[src/rtl/systolic_pe_acc.sv]
// Output-stationary systolic PE: forwards operands east/south, accumulates a K-length
// dot product locally and drains finished results down a per-column result chain.
module systolic_pe_acc #(
   parameter int unsigned DATA_W = 8,
   parameter int unsigned ACC_W  = 24,
   parameter bit          SIGNED = 1'b1,
   parameter bit          SAT    = 1'b1,
   parameter int unsigned K_W    = 8
) (
   input  logic              clk,
   input  logic              rst,
   input  logic [DATA_W-1:0] a_in,
   input  logic              a_valid_in,
   input  logic [DATA_W-1:0] b_in,
   input  logic              b_valid_in,
   input  logic [K_W-1:0]    k_len,
   output logic [DATA_W-1:0] a_out,
   output logic              a_valid_out,
   output logic [DATA_W-1:0] b_out,
   output logic              b_valid_out,
   input  logic [ACC_W-1:0]  res_in,
   input  logic              res_sat_in,
   input  logic              res_valid_in,
   output logic [ACC_W-1:0]  res_out,
   output logic              res_sat_out,
   output logic              res_valid_out,
   output logic              busy,
   output logic              ovr_err
);

   localparam int unsigned PW = 2 * DATA_W;
   localparam int unsigned SW = ACC_W + 1;

   typedef enum logic [1:0] {StIdle, StAcc, StDone} state_e;

   state_e            state_q, state_d;
   logic [ACC_W-1:0]  acc_q, acc_d;
   logic [K_W-1:0]    cnt_q, cnt_d;
   logic [K_W-1:0]    klat_q, klat_d;
   logic              sat_q, sat_d;
   logic              ovr_q, ovr_d;
   logic [DATA_W-1:0] a_q, b_q;
   logic              av_q, bv_q;
   logic [ACC_W-1:0]  res_q, res_d;
   logic              rsat_q, rsat_d;
   logic              rvalid_q, rvalid_d;

   logic              fire;
   logic              a_ext, b_ext;
   logic [PW-1:0]     a_x, b_x, prod;
   logic [ACC_W-1:0]  prod_acc;
   logic [SW-1:0]     sum_x;
   logic [ACC_W-1:0]  sum_sat;
   logic              clamp;
   logic [K_W-1:0]    cnt_inc;
   logic [K_W-1:0]    k_eff;
   logic              start;

   assign fire  = a_valid_in & b_valid_in;
   assign a_ext = SIGNED & a_in[DATA_W-1];
   assign b_ext = SIGNED & b_in[DATA_W-1];
   assign a_x   = {{DATA_W{a_ext}}, a_in};
   assign b_x   = {{DATA_W{b_ext}}, b_in};
   // Low PW bits of the extended product are correct for both signed and unsigned operands.
   assign prod  = a_x * b_x;

   always_comb begin
      prod_acc = '0;
      sum_x    = '0;
      if (SIGNED) begin
         prod_acc = ACC_W'($signed(prod));
         sum_x    = SW'($signed(acc_q)) + SW'($signed(prod_acc));
      end else begin
         prod_acc = ACC_W'(prod);
         sum_x    = SW'(acc_q) + SW'(prod_acc);
      end
   end

   always_comb begin
      clamp   = 1'b0;
      sum_sat = sum_x[ACC_W-1:0];
      if (SAT) begin
         if (SIGNED) begin
            if (sum_x[ACC_W] != sum_x[ACC_W-1]) begin
               clamp   = 1'b1;
               sum_sat = sum_x[ACC_W] ? {1'b1, {(ACC_W-1){1'b0}}} : {1'b0, {(ACC_W-1){1'b1}}};
            end
         end else if (sum_x[ACC_W]) begin
            clamp   = 1'b1;
            sum_sat = {ACC_W{1'b1}};
         end
      end
   end

   assign cnt_inc = cnt_q + 1'b1;

   always_comb begin
      state_d = state_q;
      acc_d   = acc_q;
      cnt_d   = cnt_q;
      klat_d  = klat_q;
      sat_d   = sat_q;
      ovr_d   = ovr_q;
      start   = 1'b0;
      k_eff   = (k_len == '0) ? K_W'(1) : k_len;

      unique case (state_q)
         StIdle: begin
            if (fire) start = 1'b1;
         end
         StAcc: begin
            if (fire) begin
               acc_d = sum_sat;
               cnt_d = cnt_inc;
               sat_d = sat_q | clamp;
               if (cnt_inc == klat_q) state_d = StDone;
            end
         end
         StDone: begin
            // A fire always restarts; it only counts as an overwrite when the emit was blocked.
            if (fire) begin
               start = 1'b1;
               if (res_valid_in) ovr_d = 1'b1;
            end else if (!res_valid_in) begin
               state_d = StIdle;
            end
         end
         default: state_d = StIdle;
      endcase

      if (start) begin
         klat_d  = k_eff;
         acc_d   = prod_acc;
         cnt_d   = K_W'(1);
         sat_d   = 1'b0;
         state_d = (k_eff == K_W'(1)) ? StDone : StAcc;
      end
   end

   always_comb begin
      res_d    = res_q;
      rsat_d   = rsat_q;
      rvalid_d = 1'b0;
      if (res_valid_in) begin
         res_d    = res_in;
         rsat_d   = res_sat_in;
         rvalid_d = 1'b1;
      end else if (state_q == StDone) begin
         res_d    = acc_q;
         rsat_d   = sat_q;
         rvalid_d = 1'b1;
      end
   end

   always_ff @(posedge clk) begin
      if (rst) begin
         state_q  <= StIdle;
         acc_q    <= '0;
         cnt_q    <= '0;
         klat_q   <= '0;
         sat_q    <= 1'b0;
         ovr_q    <= 1'b0;
         a_q      <= '0;
         b_q      <= '0;
         av_q     <= 1'b0;
         bv_q     <= 1'b0;
         res_q    <= '0;
         rsat_q   <= 1'b0;
         rvalid_q <= 1'b0;
      end else begin
         state_q  <= state_d;
         acc_q    <= acc_d;
         cnt_q    <= cnt_d;
         klat_q   <= klat_d;
         sat_q    <= sat_d;
         ovr_q    <= ovr_d;
         a_q      <= a_in;
         b_q      <= b_in;
         av_q     <= a_valid_in;
         bv_q     <= b_valid_in;
         res_q    <= res_d;
         rsat_q   <= rsat_d;
         rvalid_q <= rvalid_d;
      end
   end

   assign a_out         = a_q;
   assign a_valid_out   = av_q;
   assign b_out         = b_q;
   assign b_valid_out   = bv_q;
   assign res_out       = res_q;
   assign res_sat_out   = rsat_q;
   assign res_valid_out = rvalid_q;
   assign busy          = (state_q != StIdle);
   assign ovr_err       = ovr_q;

endmodule

[config.mk]
export PLATFORM = sky130hd
export DESIGN_NAME = systolic_pe_acc
export DESIGN_NICKNAME = d
export VERILOG_FILES = /design/src/rtl/systolic_pe_acc.sv
export SDC_FILE = /design/constraint.sdc
export NUM_CORES = 1
export LEC_CHECK = 0
export ABC_AREA = 1
export CAP_MARGIN = 10
export CORE_MARGIN = 3
export CORE_UTILIZATION = 60
export CTS_BUF_LIST = sky130_fd_sc_hd__clkbuf_8
export CTS_CLUSTER_SIZE = 30
export DETAILED_ROUTE_END_ITERATION = 16
export GPL_TIMING_DRIVEN = 0
export PLACE_DENSITY = 0.89
export SLEW_MARGIN = 0
export SYNTH_ARGS = -nofsm -noshare
export SYNTH_HDL_FRONTEND = slang
export SYNTH_SLANG_ARGS = --single-unit
[constraint.sdc]
create_clock -name clk -period 12.3 [get_ports clk]
set_clock_uncertainty 0.05 [all_clocks]
set_input_delay 3.69 -clock clk [delete_from_list [all_inputs] [get_ports clk]]
set_output_delay 3.69 -clock clk [all_outputs]
set_load 0.02 [all_outputs]
# Word-level counts from Yosys, hierarchy flattened
# Index checks and enable logic that the tools add are counted.
# word_totals
wordCells,66
output_inout_bits,46
in_bits,54
ff_bits,88
# op_classes
muxes,25
n_eq_ne,10
add_sub_neg,2
n_reduce_logical,12
mul,1
bitwise,2
# op_table
operator,n
$mux W24,7
$add A24 B16 Y25,1
$mul A8 B8 Y16,1
$mux W2,6
$ne A3 B3 Y1 const B,4
$mux W1,10
$add A8 B1 Y8 const B,1
$eq A8 B1 Y1 const B,1
$eq A8 B8 Y1,1
$logic_not A8 Y1,1
$mux W8,1
$reduce_bool A2 Y1,4
$pmux W2 S3,1
$reduce_and A5 Y1,1
$reduce_and A2 Y1,2
$reduce_or A2 Y1,2
$reduce_and A3 Y1,1
$eq A2 B1 Y1 const B,1
$eq A2 B2 Y1 const B,1
$logic_not A2 Y1,1
$ne A2 B2 Y1 const B,1
$and A1 B1 Y1,1
$ne A1 B1 Y1,1
$or A1 B1 Y1,1

# Logic depth before layout (Yosys ltp)
# Gate-level depths: netlist of run 1.
# depth
ltp_word,7
ltp_mapped,36

# Worst setup path after synthesis of run 1
# OpenSTA, ideal clock, no wires.
# synth_timing
path_type,in2reg
from,in b_in[2]
to,reg acc_q[14]
path_buffers,2
path_slack_ns,3.037
stages,34
arrival_time_ns,9.080
setup_time_ns,0.133
t_required_ns,12.117
path_cell_list,clkbuf_1 -> nand2_1 -> inv_1 -> fa_1 -> inv_1 -> fa_1 -> inv_1 -> fa_1 -> inv_1 -> fa_1 -> inv_1 -> ha_1 -> nand2_1 -> nor3_1 -> nand3_1 -> nand3_1 -> inv_1 -> nand2_1 -> nand2_1 -> inv_1 -> ha_1 -> nand2_1 -> inv_1 -> nand2_1 -> nand2_1 -> a21oi_1 -> nand3_1 -> nand2_2 -> nand2_4 -> a21oi_4 -> buf_6 -> nand2_1 -> nand3_2 -> a21oi_2
# synth_via
elab_chain_len,7
word_cells_on_any_way,8
cone_classes,add/sub: 1; mul: 1; eq/ne: 1; mux: 5
# synth_lines
element,line,source
start: declaration,14,"input logic [DATA_W-1:0] b_in,"
$mul A8 B8 Y16 (*),65,assign prod = a_x * b_x;
$add A24 B16 Y25,72,sum_x = SW'($signed(acc_q)) + SW'($signed(prod_acc));
$mux W24 or $ne A1 B1 Y1 (tied branches),"86, 84",
$mux W24,84,if (sum_x[ACC_W] != sum_x[ACC_W-1]) begin
$mux W24,112,if (fire) begin
$mux W24,107,unique case (state_q)
$mux W24 (*),131,if (start) begin
end signal: assignment,158,acc_q <= '0;
end signal: assignment,172,acc_q <= acc_d;
end: declaration,37,"logic [ACC_W-1:0] acc_q, acc_d;"
# Every way passes the cells marked *; elsewhere a longest branch is shown, timed or not. The select of a mux whose other input is x is not followed.
# A chain may end at the register's enable or synchronous reset.

# Worst setup path after layout of run 1
# layout_timing
from,in b_in[7]
to,reg sat_q
# layout_via
elab_chain_len,5
# layout_lines
element,line,source
$mul A8 B8 Y16,65,
$add A24 B16 Y25,72,
$ne A1 B1 Y1,84,
$mux W1,84,
$or A1 B1 Y1,115,sat_d = sat_q | clamp;
end signal: assignment,175,sat_q <= sat_d;
end: declaration,40,"logic sat_q, sat_d;"
# Every way passes these cells.

==> results of run 1 <==
how the worst min path moves through the flow:
| stage | startpoint | end | slack [ns] | cells after the start |
|---|---|---|---|---|
| 4_1_cts | res_out[6] | res_out[6] | 0.44 | 2 |
| 5_1_grt | res_out[6] | res_out[6] | 0.45 | 2 |
| 6_report | res_out[6] | res_out[6] | 0.43 | 2 |
| 3_3_place_gp | ovr_err | ovr_err | 0.40 | 2 |
| 2_1_floorplan | sat_q | sat_q | 0.39 | 2 |
| 3_5_place_dp | res_out[21] | res_out[21] | 0.42 | 2 |
per-layer routing:
layer | global-route usage | routed length [um] | part of all wire
met5 | 0 | 0 | 0
met3 | 0.0494 | 1450 | 0.072
met2 | 0.455 | 9480 | 0.47
met4 | 0.0819 | 379 | 0.019
met1 | 0.373 | 8810 | 0.44
Yosys cell counts (10+ instances only):
| cell | count |
|---|---|
| a21oi_1 | 51 |
| a31oi_1 | 31 |
| clkbuf_1 | 31 |
| dfxtp_1 | 88 |
| fa_1 | 56 |
| ha_1 | 55 |
| inv_1 | 249 |
| nand2_1 | 309 |
| nand3_1 | 55 |
| nand4_1 | 10 |
| nor2_1 | 92 |
| o21ai_0 | 33 |
| xnor2_1 | 11 |
| xor2_1 | 29 |
worst reg2reg max path: cells and delay by family (launching register included):
kind,cells,cell delay [ns]
and+or+nand+nor,11,1.30
adders and majority gates,2,0.64
DFF,1,0.34
AOI/OAI and AO/OA,1,0.17
where the power goes:
part	internal, mW	total [mW]	switching (mW)
combinational	0.774	2.19	1.42
clock	0.0777	0.200	0.122
sequential	0.323	0.357	0.0339
sequential cells by signal, summed over array words and instances (netlist names), 2 cells and up:
signal   flops
res_out     24
klat_q       8
b_out        8
a_out        8
state_q      2
cnt_q        8
acc_q       24
area by class of cell:
cell class                      count  area (um2)
Buffer                             40         163
Clock buffer                        9         124
Timing Repair Buffer               83         831
Tap cell                          172         215
Clock inverter                      7        61.3
Inverter                          251         942
Sequential cell                    88        1760
Multi-Input combinational cell    798        5120
Fill cell                        1040        3610
cell families after synthesis:
family / Yosys count
fa+ha+maj: 111
xor+xnor: 40
simple gates: 509
flops: 88
buf+inv: 291
compound gates: 138
stage by stage:
stage	cell area (um2)	hold slack [ns]	setup WS, ns
after CTS	9210	0.437	2.40
after global routing	9210	0.453	1.80
after detailed placement	9030	0.422	2.01
after floorplan	7980	0.388	3.04
after global placement	9030	0.399	2.14
final	9210	0.434	2.33
==> metrics.csv, run 1 <==
stage,metric,value,unit
critical_path,Startpoint Class,primary input,
die,die height,121,um
die,Die Wd,121,um
critical_path,CP endpoint,sat_q,
die,num ports,100,
critical_path,"reg-to-reg slack, setup",9.72,ns
power,Tot Pwr,2.75,mW
yosys,fraction of registers with async set/reset,0,
clock_network,H-tree depth,3,
critical_path,Critical Path End Type,flip-flop,
global_route,largest net degree at the start of global routing,18,
clock_network,CTS tree,built,
yosys,largest cells by area after synthesis,"dfxtp_1 (22%), nand2_1 (15%), fa_1 (14%)",
clock_network,hold_buf cts,0,
sta,Tmin final,9.97,ns
detailed_routing,DRC viols,0,
yosys,post-synthesis adder-cell area fraction,0.227,
layout,area grow syn2layout,15.4,%
critical_path,CP max-delay cell,fa_1,
sta,Final Hold Viols,0,
critical_path,CP top delay family,adder cells,
clock_network,cts bufs inserted,9,
layout,ant diodes,0,
layout,Layout Utilization,0.718,
critical_path,Worst Path Required,12.54,ns
sta,f_max,0.100,GHz
critical_path,Worst Path Buf+Inv,8,
yosys,syn_area_per_cell,6.78,um2
clock_network,postcts setup bufs,0,
yosys,commonest register cell after synthesis,dfxtp_1,
yosys,Syn Inst Count,1177,
power,P per Cell Area,298,mW/mm2
placement,HPWL after detailed placement,16400,um
sta,relative slew slack,0.558,
placement,Placer Congestion,0.948,
sta,RSZ-0062 raised after global routing,false,
sta,max-slew violations,0,
detailed_routing,DRT antenna net count,0,
yosys,sequential fraction of the synthesis area,0.221,
min_path,class of the worst hold path,flip-flop to flip-flop,
layout,Nets,1436,
yosys,post-synthesis mux area share,0,
clock_network,clock sinks,88,
critical_path,CP startpoint,b_in[7],
detailed_routing,drt first-iter violations,722,
detailed_routing,DR pass1 iterations,5,
layout,"most common cell after layout, fill and taps aside",nand2_1,
clock_network,CTS resizes,0,
layout,post-route non-filler standard cell count,1448,
layout,most frequent cells in the layout,"nand2_1 (309), inv_1 (249), nor2_1 (92)",
placement,IO Port Bufs,83,
yosys,Synth Area in Simple Gates,0.269,
clock_network,root buffer cell,clkbuf_8,
placement,placed insts,1432,
layout,layout cell share with drive strength beyond 1,0.0462,
detailed_routing,Routed WL per cell,13.9,um
power,Max VDD drop,0.193,mV
critical_path,Worst path max stage delay,0.57,ns
yosys,"flops & latches, synth",88,
global_route,GRT Overall Usage,0.277,
sta,worst-margin pin slew,0.664,ns
clock_network,"CTS clk-pin slew, worst paths",0.10,ns
power,Static Leak,4.89,nW
critical_path,Crit Reg-Reg Endpoint,sat_q,
critical_path,critical path type,primary input to flip-flop,
global_route,gr ovfl total,0,
die,initial core utilization,0.622,
yosys,Mapped Area,0.00798,mm2
yosys,Synth Net Count,1342,
critical_path,WP data arrival,10.21,ns
global_route,vias in the first global route,7305,
clock_network,Worst-Skew Late Latency,0.38,ns
yosys,compound-cell area share of the yosys netlist,0.101,
critical_path,cell depth of the worst setup path,31,
critical_path,Crit path top cell by count,nand2_1,
sta,setup TNS,0,ns
clock_network,clock tree buffer depth,2,
global_route,initial antenna violation count,0,
critical_path,CP Max Fanout,10,
yosys,main combinational cell family by area after synthesis,simple AND/OR/NAND/NOR gates,
die,core area,0.0128,mm2
flow_run,max_cap viols,0,
detailed_routing,DR vias/cell,5.30,
yosys,post-synth cell types,42,
die,die area,0.0147,mm2
global_route,first-pass GRT wire length,33300,um
critical_path,R2R Path Start,acc_q[0],
detailed_routing,total number of vias,7680,
yosys,Synthesis Warnings,0,
yosys,XOR/XNOR Fraction of Synth Area,0.0439,
detailed_routing,Routed WL,20100,um
die,Cell Rows,41,
run_status,outcome,completed,
yosys,Synth area leader,dfxtp_1,
sta,final setup fails,0,
yosys,Yosys top cell area share,0.221,
critical_path,Worst R2R Path Depth,14,
yosys,"EDFF count, synth",0,
sta,fin crit share,0.811,
Note: power is estimated with default switching activity, not from simulation.
==> run 2, diff against run 1 <==
Settings changed: CORE_UTILIZATION 60 to 53, PLACE_DENSITY 0.89 to 0.84.
Clock period 12.3 ns to 8.28 ns, I/O delays scaled along.
==> run 2 against run 1 <==
Hold slack got worse by 0.0034 ns; die area rose by 13%; core utilization fell by 6.4 points; via count rose by 0.89%; clock-buffer cell count did not move; cell count rose by 1.5%; critical path depth rose by 4; register-to-register slack got worse by 4.0 ns; sequential share of layout area fell by 0.73 points.
==> metrics.csv, run 2 (same netlist as run 1, synthesis figures left out) <==
stage,metric,value,unit
critical_path,Startpoint Class,primary input,
detailed_routing,DR vias/cell,5.27,
critical_path,Worst Path Required,8.51,ns
sta,setup ws final,0.151,ns
layout,"Design Area, Final",0.00958,mm2
layout,layout cell share with drive strength beyond 1,0.0941,
critical_path,Crit Reg-Reg Endpoint,acc_q[22],
die,core area,0.0146,mm2
placement,pre-CTS setup slack,-0.766,ns
clock_network,H-tree depth,3,
layout,Nets,1446,
min_path,min-delay src,ovr_err,
detailed_routing,Routed WL,21000,um
critical_path,"reg-to-reg slack, setup",5.70,ns
detailed_routing,DRT antenna net count,0,
clock_network,"CTS clk-pin slew, worst paths",0.10,ns
critical_path,Worst R2R Path Depth,16,
placement,Placer Congestion,0.905,
global_route,largest net degree at the start of global routing,19,
die,die height,129,um
detailed_routing,DRC viols,0,
clock_network,clock tree buffer depth,2,
min_path,class of the worst hold path,flip-flop to flip-flop,
run_status,outcome,completed,
critical_path,WP data arrival,8.36,ns
critical_path,CP Max Fanout,9,
global_route,gr ovfl total,0,
global_route,first-pass GRT wire length,33900,um
die,num ports,100,
placement,IO Port Bufs,83,
sta,max-slew violations,0,
sta,relative slew slack,0.494,
global_route,initial antenna violation count,0,
detailed_routing,DR pass1 iterations,5,
die,Die Wd,129,um
sta,Tmin final,8.13,ns
critical_path,R2R Path Start,acc_q[0],
placement,HPWL after detailed placement,16000,um
global_route,GRT Overall Usage,0.248,
critical_path,Critical Path End Type,flip-flop,
placement,DP Area,0.00904,mm2
detailed_routing,total number of vias,7748,
sta,fin crit share,0.982,
critical_path,Worst path max stage delay,0.60,ns
clock_network,clock sinks,88,
layout,ant diodes,0,
die,initial core utilization,0.545,
clock_network,Worst-Skew Late Latency,0.39,ns
die,Cell Rows,44,
layout,area grow syn2layout,20.0,%
sta,Final Hold Viols,0,
detailed_routing,Routed WL per cell,14.3,um
layout,most frequent cells in the layout,"nand2_1 (304), inv_1 (244), nor2_1 (91)",
clock_network,root buffer cell,clkbuf_8,
min_path,worst hold stages,2,
flow_run,max_cap viols,0,
critical_path,critical path type,primary input to flip-flop,
sta,f_max,0.123,GHz
sta,worst-margin pin slew,0.759,ns
detailed_routing,drt first-iter violations,655,
min_path,hold-critical path endpoint,ovr_err,
clock_network,CTS tree,built,
layout,"most common cell after layout, fill and taps aside",nand2_1,
sta,setup TNS,0,ns
clock_network,cts bufs inserted,9,
sta,final setup fails,0,
critical_path,CP max-delay cell,fa_2,
global_route,vias in the first global route,7338,
die,die area,0.0166,mm2
critical_path,Crit path top cell by count,nand2_1,
-- run 2: cell type report --
class / count / area (um2)
clock inverter: 7 / 75.1
inverter: 251 / 945
tap: 184 / 230
fill: 1244 / 5060
clock buffer: 9 / 124
buffer: 40 / 193
multi-input combinational: 799 / 5360
timing repair buffer: 91 / 890
sequential: 88 / 1760
timing repair inverter: 1 / 7.51
-- run 2: metrics by stage --
step | util | instances | hold WS (ns)
after floorplan | - | 1177 | 0.388
after global placement | 0.618 | 1444 | 0.403
after detailed placement | 0.618 | 1444 | 0.412
after CTS | 0.633 | 1461 | 0.434
after global routing | 0.654 | 1470 | 0.448
final | 0.654 | 1470 | 0.431
-- run 2: worst max-delay path by stage --
| stage | to | cells past startpoint | start | slack [ns] |
|---|---|---|---|---|
| global route | acc_q[22] | 35 | a_in[7] | -0.06 |
| global placement | acc_q[14] | 32 | b_in[7] | -0.70 |
| floorplan | acc_q[14] | 34 | b_in[2] | 0.22 |
| finish | acc_q[22] | 35 | a_in[7] | 0.15 |
| CTS | acc_q[12] | 31 | b_in[2] | 0.07 |
| detailed placement | sat_q | 33 | b_in[7] | -0.77 |
-- run 2: metal layers --
| layer | track usage | part of all wire |
|---|---|---|
| met4 | 0.0747 | 0.024 |
| met2 | 0.408 | 0.47 |
| met3 | 0.0423 | 0.065 |
| met1 | 0.335 | 0.44 |
| met5 | 0 | 0 |
-- run 2: worst max-delay path, delay by kind of cell --
kind / cells / cell delay (ns)
buffers and inverters: 9 / 0.95
AOI/OAI and AO/OA: 1 / 0.23
and+or+nand+nor: 19 / 2.00
adders and majority gates: 6 / 2.67
-- run 2: repair_timing --
action / 4_1_cts / 5_1_grt
buffers inserted: 1 / 7
hold buffers: 0 / 0
cloned: 0 / 2
setup endpoints to repair: 24 / 25
pin swaps: 0 / 16
resized for setup: 8 / 83
Power of run 2 is not shown: default switching activity piles up to over one toggle a cycle in this logic, so the estimate is an artifact.
==> run 3, diff against run 2 <==
Settings changed: CAP_MARGIN 10 to not set.
==> results of run 3 <==
Final layout, timing and power as in run 2 (identical DEF).
Power of run 3 is left out for the same reason.
==> edit 1: new RTL, flow settings as in run 3 <==
`SAT`: 1'b1 -> 1'b0.
--- a/src/rtl/systolic_pe_acc.sv
+++ b/src/rtl/systolic_pe_acc.sv
@@ -4,7 +4,7 @@
    parameter int unsigned DATA_W = 8,
    parameter int unsigned ACC_W  = 24,
    parameter bit          SIGNED = 1'b1,
-   parameter bit          SAT    = 1'b1,
+   parameter bit          SAT    = 1'b0,
    parameter int unsigned K_W    = 8
 ) (
    input  logic              clk,
Formal check against the unedited RTL: no difference found for any inputs over 4 cycles, from zero or initial values and one cycle with rst high; that may be too few to reach the edited logic, so the function may still have changed.
==> edit 1 against run 3 <==
  * Area after synthesis down 1.6%
  * Routed wire length decreased by 2.0%
  * Critical path depth decreased by 7
  * Via count fell by 2.7%
  * Sequential cell count down 1
  * Final area decreased by 4.7%
  * Final cell count decreased by 3.2%
  * Worst setup slack improved by 0.28 ns
  * Critical endpoint is now acc_q[17]
  * Highest routed layer unchanged
==> edit 1: results (changes against run 3) <==
Result of the run: completed (unchanged). The transition time of the tightest slew-check pin is 0.698 ns (was 0.759 ns). The total instance count after detailed placement is 1406 (was 1444).

The average wire per standard cell came out at 14.4 um (was 14.3 um). The fraction of synthesized cell area in xor and xnor cells is 2.33% (was 4.39%). The post-CTS resize count is 0 (was 8).

The wire length on met1 came to 9080 um (was 9210 um). The final critical path time including I/O delays and setup came to 7.84 ns (was 8.13 ns). The mean post-synth cell area is 6.87 um2 (was 6.78 um2). The fraction of the mapped netlist area in compound gates came out at 12.5% (was 10.1%). The critical-path cell with the highest stage delay is fa_1 (was fa_2). The count of buffers added by post-CTS timing repair for setup is 0 (was 1). The synthesized net count came out at 1308 (was 1342).

The global router's overall resource usage was 25.9% (was 24.8%). The distinct cell type count of the synthesized netlist came to 48 (was 42). The detailed route wirelength on metal2 is 9490 um (was 9880 um). The worst endpoint data arrival time was 8.11 ns (was 8.36 ns). The wire length on met3 came out at 1560 um (was 1360 um). The internal reg-to-reg setup slack came out at 5.97 ns (was 5.70 ns). The global-route met1 utilization was 35.1% (was 33.5%). The largest net degree at the start of global routing is 16 (was 19). The via count of the first global-routing pass is 7401 (was 7338). The via density per instance is 5.30 (was 5.27). Cells taking the most area after synthesis: dfxtp_1 (22%), fa_1 (14%), nand2_1 (12%), inv_1 (11%), ha_1 (8.8%) (was dfxtp_1 (22%), nand2_1 (15%), fa_1 (14%), inv_1 (12%), ha_1 (8.6%)). The half-perimeter wire length after detailed placement came out at 16500 um (was 16000 um). The pre-CTS setup slack came to -0.103 ns (was -0.766 ns). The total routed wirelength came out at 20500 um (was 21000 um).
==> edit 1: cell types whose count changed after synthesis, moves of 5 or more <==
cell / change
o21ai_0: +13
buf_2: +5
inv_1: -13
inv_2: +12
nand3_1: +6
xnor2_1: -9
nand2_1: -51
xor2_1: -12
o21ai_1: +5
a21oi_1: +9
==> edit 1: final timing paths <==
path | from | to | cells after the start
setup / recovery | b_in[6] | acc_q[17] | 28
hold / removal | res_out[19] | res_out[19] | 2
setup reg to reg | acc_q[0] | acc_q[12] | 10
hold reg to reg | res_out[19] | res_out[19] | 2
==> edit 1: final cells by class <==
type                            instances  area (um2)
Sequential cell                        87        1740
Timing Repair Buffer                   84         841
Buffer                                 40         176
Fill cell                            1247        5070
Multi-Input combinational cell        767        5010
Clock inverter                          6        70.1
Inverter                              249         935
Tap cell                              180         225
Clock buffer                           10         138
==> edit 1: worst reg2reg max path, delay by kind of cell (launching register included) <==
kind            cells  cell delay (ns)
fa+ha+maj           2             0.77
simple gates        5             0.71
compound gates      3             0.37
flops               1             0.34
==> edit 2: new RTL, settings of run 3 <==
Without the edit above. Put one more register stage on the output `res_out`, with the module's reset. The value now appears one clock later. The other outputs are not delayed to match.
--- a/src/rtl/systolic_pe_acc.sv
+++ b/src/rtl/systolic_pe_acc.sv
@@ -188,7 +188,13 @@
    assign a_valid_out   = av_q;
    assign b_out         = b_q;
    assign b_valid_out   = bv_q;
-   assign res_out       = res_q;
+   always_ff @(posedge clk) begin
+      if (rst) begin
+         res_out <= '0;
+      end else begin
+         res_out <= res_q;
+      end
+   end
    assign res_sat_out   = rsat_q;
    assign res_valid_out = rvalid_q;
    assign busy          = (state_q != StIdle);
Function: changed (a bounded check fails within 4 cycles, from zero or initial values and one cycle with rst high).
==> edit 2 against run 3 <==
  * Via count is 7.6% higher
  * Area after synthesis up 11%
  * Routed wire length is 9.2% higher
  * Sequential cell count is 24 higher
  * Final cell count increased by 10%
  * Non-clock buffer count increased by 1
  * Final area is 9.6% higher
  * Worst setup slack improved by 0.17 ns
  * Critical path type unchanged
Power is not shown: default switching activity piles up to over one toggle a cycle in this logic, so the estimate is an artifact.
==> edit 2: results (changes against run 3) <==
The buffer cell driving the clock tree root is clkbuf_8 (unchanged). The share of post-route cells with drive strength above 1 came out at 9.96% (was 9.41%). The destination of the worst register-to-register timing path was acc_q[5] (was acc_q[22]).

The detailed router's first-iteration violation count was 668 (was 655). The synthesized net count is 1465 (was 1342). The pre-CTS setup slack is -0.780 ns (was -0.766 ns). The number of I/O port buffers is 83 (unchanged). The wire length of the first global-routing pass came to 37600 um (was 33900 um). The startpoint of the most critical register-to-register path is acc_q[0] (unchanged).

Top post-synthesis cells by count: nand2_1 (324), inv_1 (278), nor2_1 (117), dfxtp_1 (112), a21oi_1 (70) (was nand2_1 (309), inv_1 (249), nor2_1 (92), dfxtp_1 (88), fa_1 (56)). The biggest cell delay along the critical path is 0.63 ns (was 0.60 ns). The critical-path cell with the highest stage delay was fa_2 (unchanged). The worst endpoint data arrival time came to 8.18 ns (was 8.36 ns). The final layout net count is 1565 (was 1446). The via count of the first global-routing pass is 7882 (was 7338). The overall via count from detail_route is 8336 (was 7748). The maximum fanout along the worst path is 10 (was 9).

Cells taking the most area after synthesis: dfxtp_1 (25%), nand2_1 (14%), fa_1 (13%), inv_1 (12%), ha_1 (7.8%) (was dfxtp_1 (22%), nand2_1 (15%), fa_1 (14%), inv_1 (12%), ha_1 (8.6%)). The timing endpoint of the critical path is acc_q[5] (was acc_q[22]). The largest net degree at the start of global routing came out at 22 (was 19). The global router's overall resource usage came out at 25.1% (was 24.8%). The transition time of the tightest slew-check pin is 0.580 ns (was 0.759 ns).

The number of fill cells in the layout was 1400 (was 1244). The count of cells along the worst register-to-register path is 15 (was 16). Result of the run: completed (unchanged). The half-perimeter wire length after detailed placement came out at 18700 um (was 16000 um). The placer congestion estimate came out at 0.986 (was 0.905). The smallest setup slack after layout is 0.316 ns (was 0.151 ns). The internal reg-to-reg setup slack was 5.59 ns (was 5.70 ns).

The proportion of synthesized chip area in sequential cells came to 25.3% (was 22.1%). The startpoint of the worst hold path is res_q[8] (was ovr_err). The H-tree level count was 3 (unchanged).

The distinct cell type count of the synthesized netlist came out at 40 (was 42). The average wire per standard cell came to 14.1 um (was 14.3 um). The number of optimization iterations in the first detailed-route pass is 7 (was 5).
-- edit 2: changes by cell type in the layout (fill, tap and decap cells not counted), sizes merged, moves of 6 or more --
cell	change
nor2	+25
dfxtp	+24
nor3	+9
a21oi	+26
nand3	-21
o21ai	+7
nand2	+35
inv	+30
a31oi	-19
nand4	+6
xor2	-7
a22oi	+12
-- edit 2: worst max-delay path, delay by kind of cell --
kind	cells	cell delay (ns)
fa+ha+maj	6	2.74
simple gates	15	1.52
buf+inv	10	0.95
compound gates	3	0.46
-- edit 2: layout make-up --
cell class / count / share of cell area, %
plain buffers: 43 / 2.13
clock buffers: 9 / 1.18
clock inverters: 7 / 0.691
inverters: 279 / 10.0
multi-input cells: 866 / 53.5
flip-flops and latches: 112 / 21.4
well taps: 216 / 2.57
repair buffers: 89 / 8.48
-- edit 2: cell families (layout without fill, tap and decap cells) --
| family | count (synthesis) | count (layout) | share of synthesized area, % |
|---|---|---|---|
| simple gates | 563 | 563 | 26.6 |
| fa+ha+maj | 111 | 111 | 20.4 |
| xor+xnor | 29 | 29 | 2.86 |
| buf+inv | 322 | 427 | 14.1 |
| flops | 112 | 112 | 25.3 |
| compound gates | 163 | 163 | 10.7 |
-- edit 2: per-layer routing --
| layer | track usage [%] | up-vias | share of wire (%) |
|---|---|---|---|
| li1 | - | 4150 | - |
| met1 | 35.2 | 3821 | 44 |
| met2 | 41.3 | 335 | 47 |
| met3 | 3.12 | 30 | 7.2 |
| met4 | 6.27 | 0 | 1.5 |
| met5 | 0 | - | 0 |
-- edit 2: worst min-delay path by stage --
stage	endpoint	slack (ns)
final	res_out[8]	0.37
after CTS	res_out[8]	0.37
after global routing	res_out[14]	0.38
after detailed placement	res_out[8]	0.36
after floorplan	res_out[11]	0.35
after global placement	res_out[20]	0.35
-- edit 2: metrics by stage --
| stage | cells | area, um2 | util (%) | setup TNS [ns] |
|---|---|---|---|---|
| after CTS | 1617 | 10300 | 64.2 | 0 |
| after floorplan | 1300 | 8870 | - | 0 |
| after global routing | 1621 | 10500 | 65.2 | 0 |
| final | 1621 | 10500 | 65.2 | 0 |
| after global placement | 1599 | 9970 | 61.9 | -15.34 |
| after detailed placement | 1599 | 9970 | 61.9 | -17.54 |
-- edit 2: what timing repair did --
action	CTS	global route
endpoints found under the setup margin	25	25
setup buffers	2	4
pin swaps	1	5
gates resized for setup	24	60
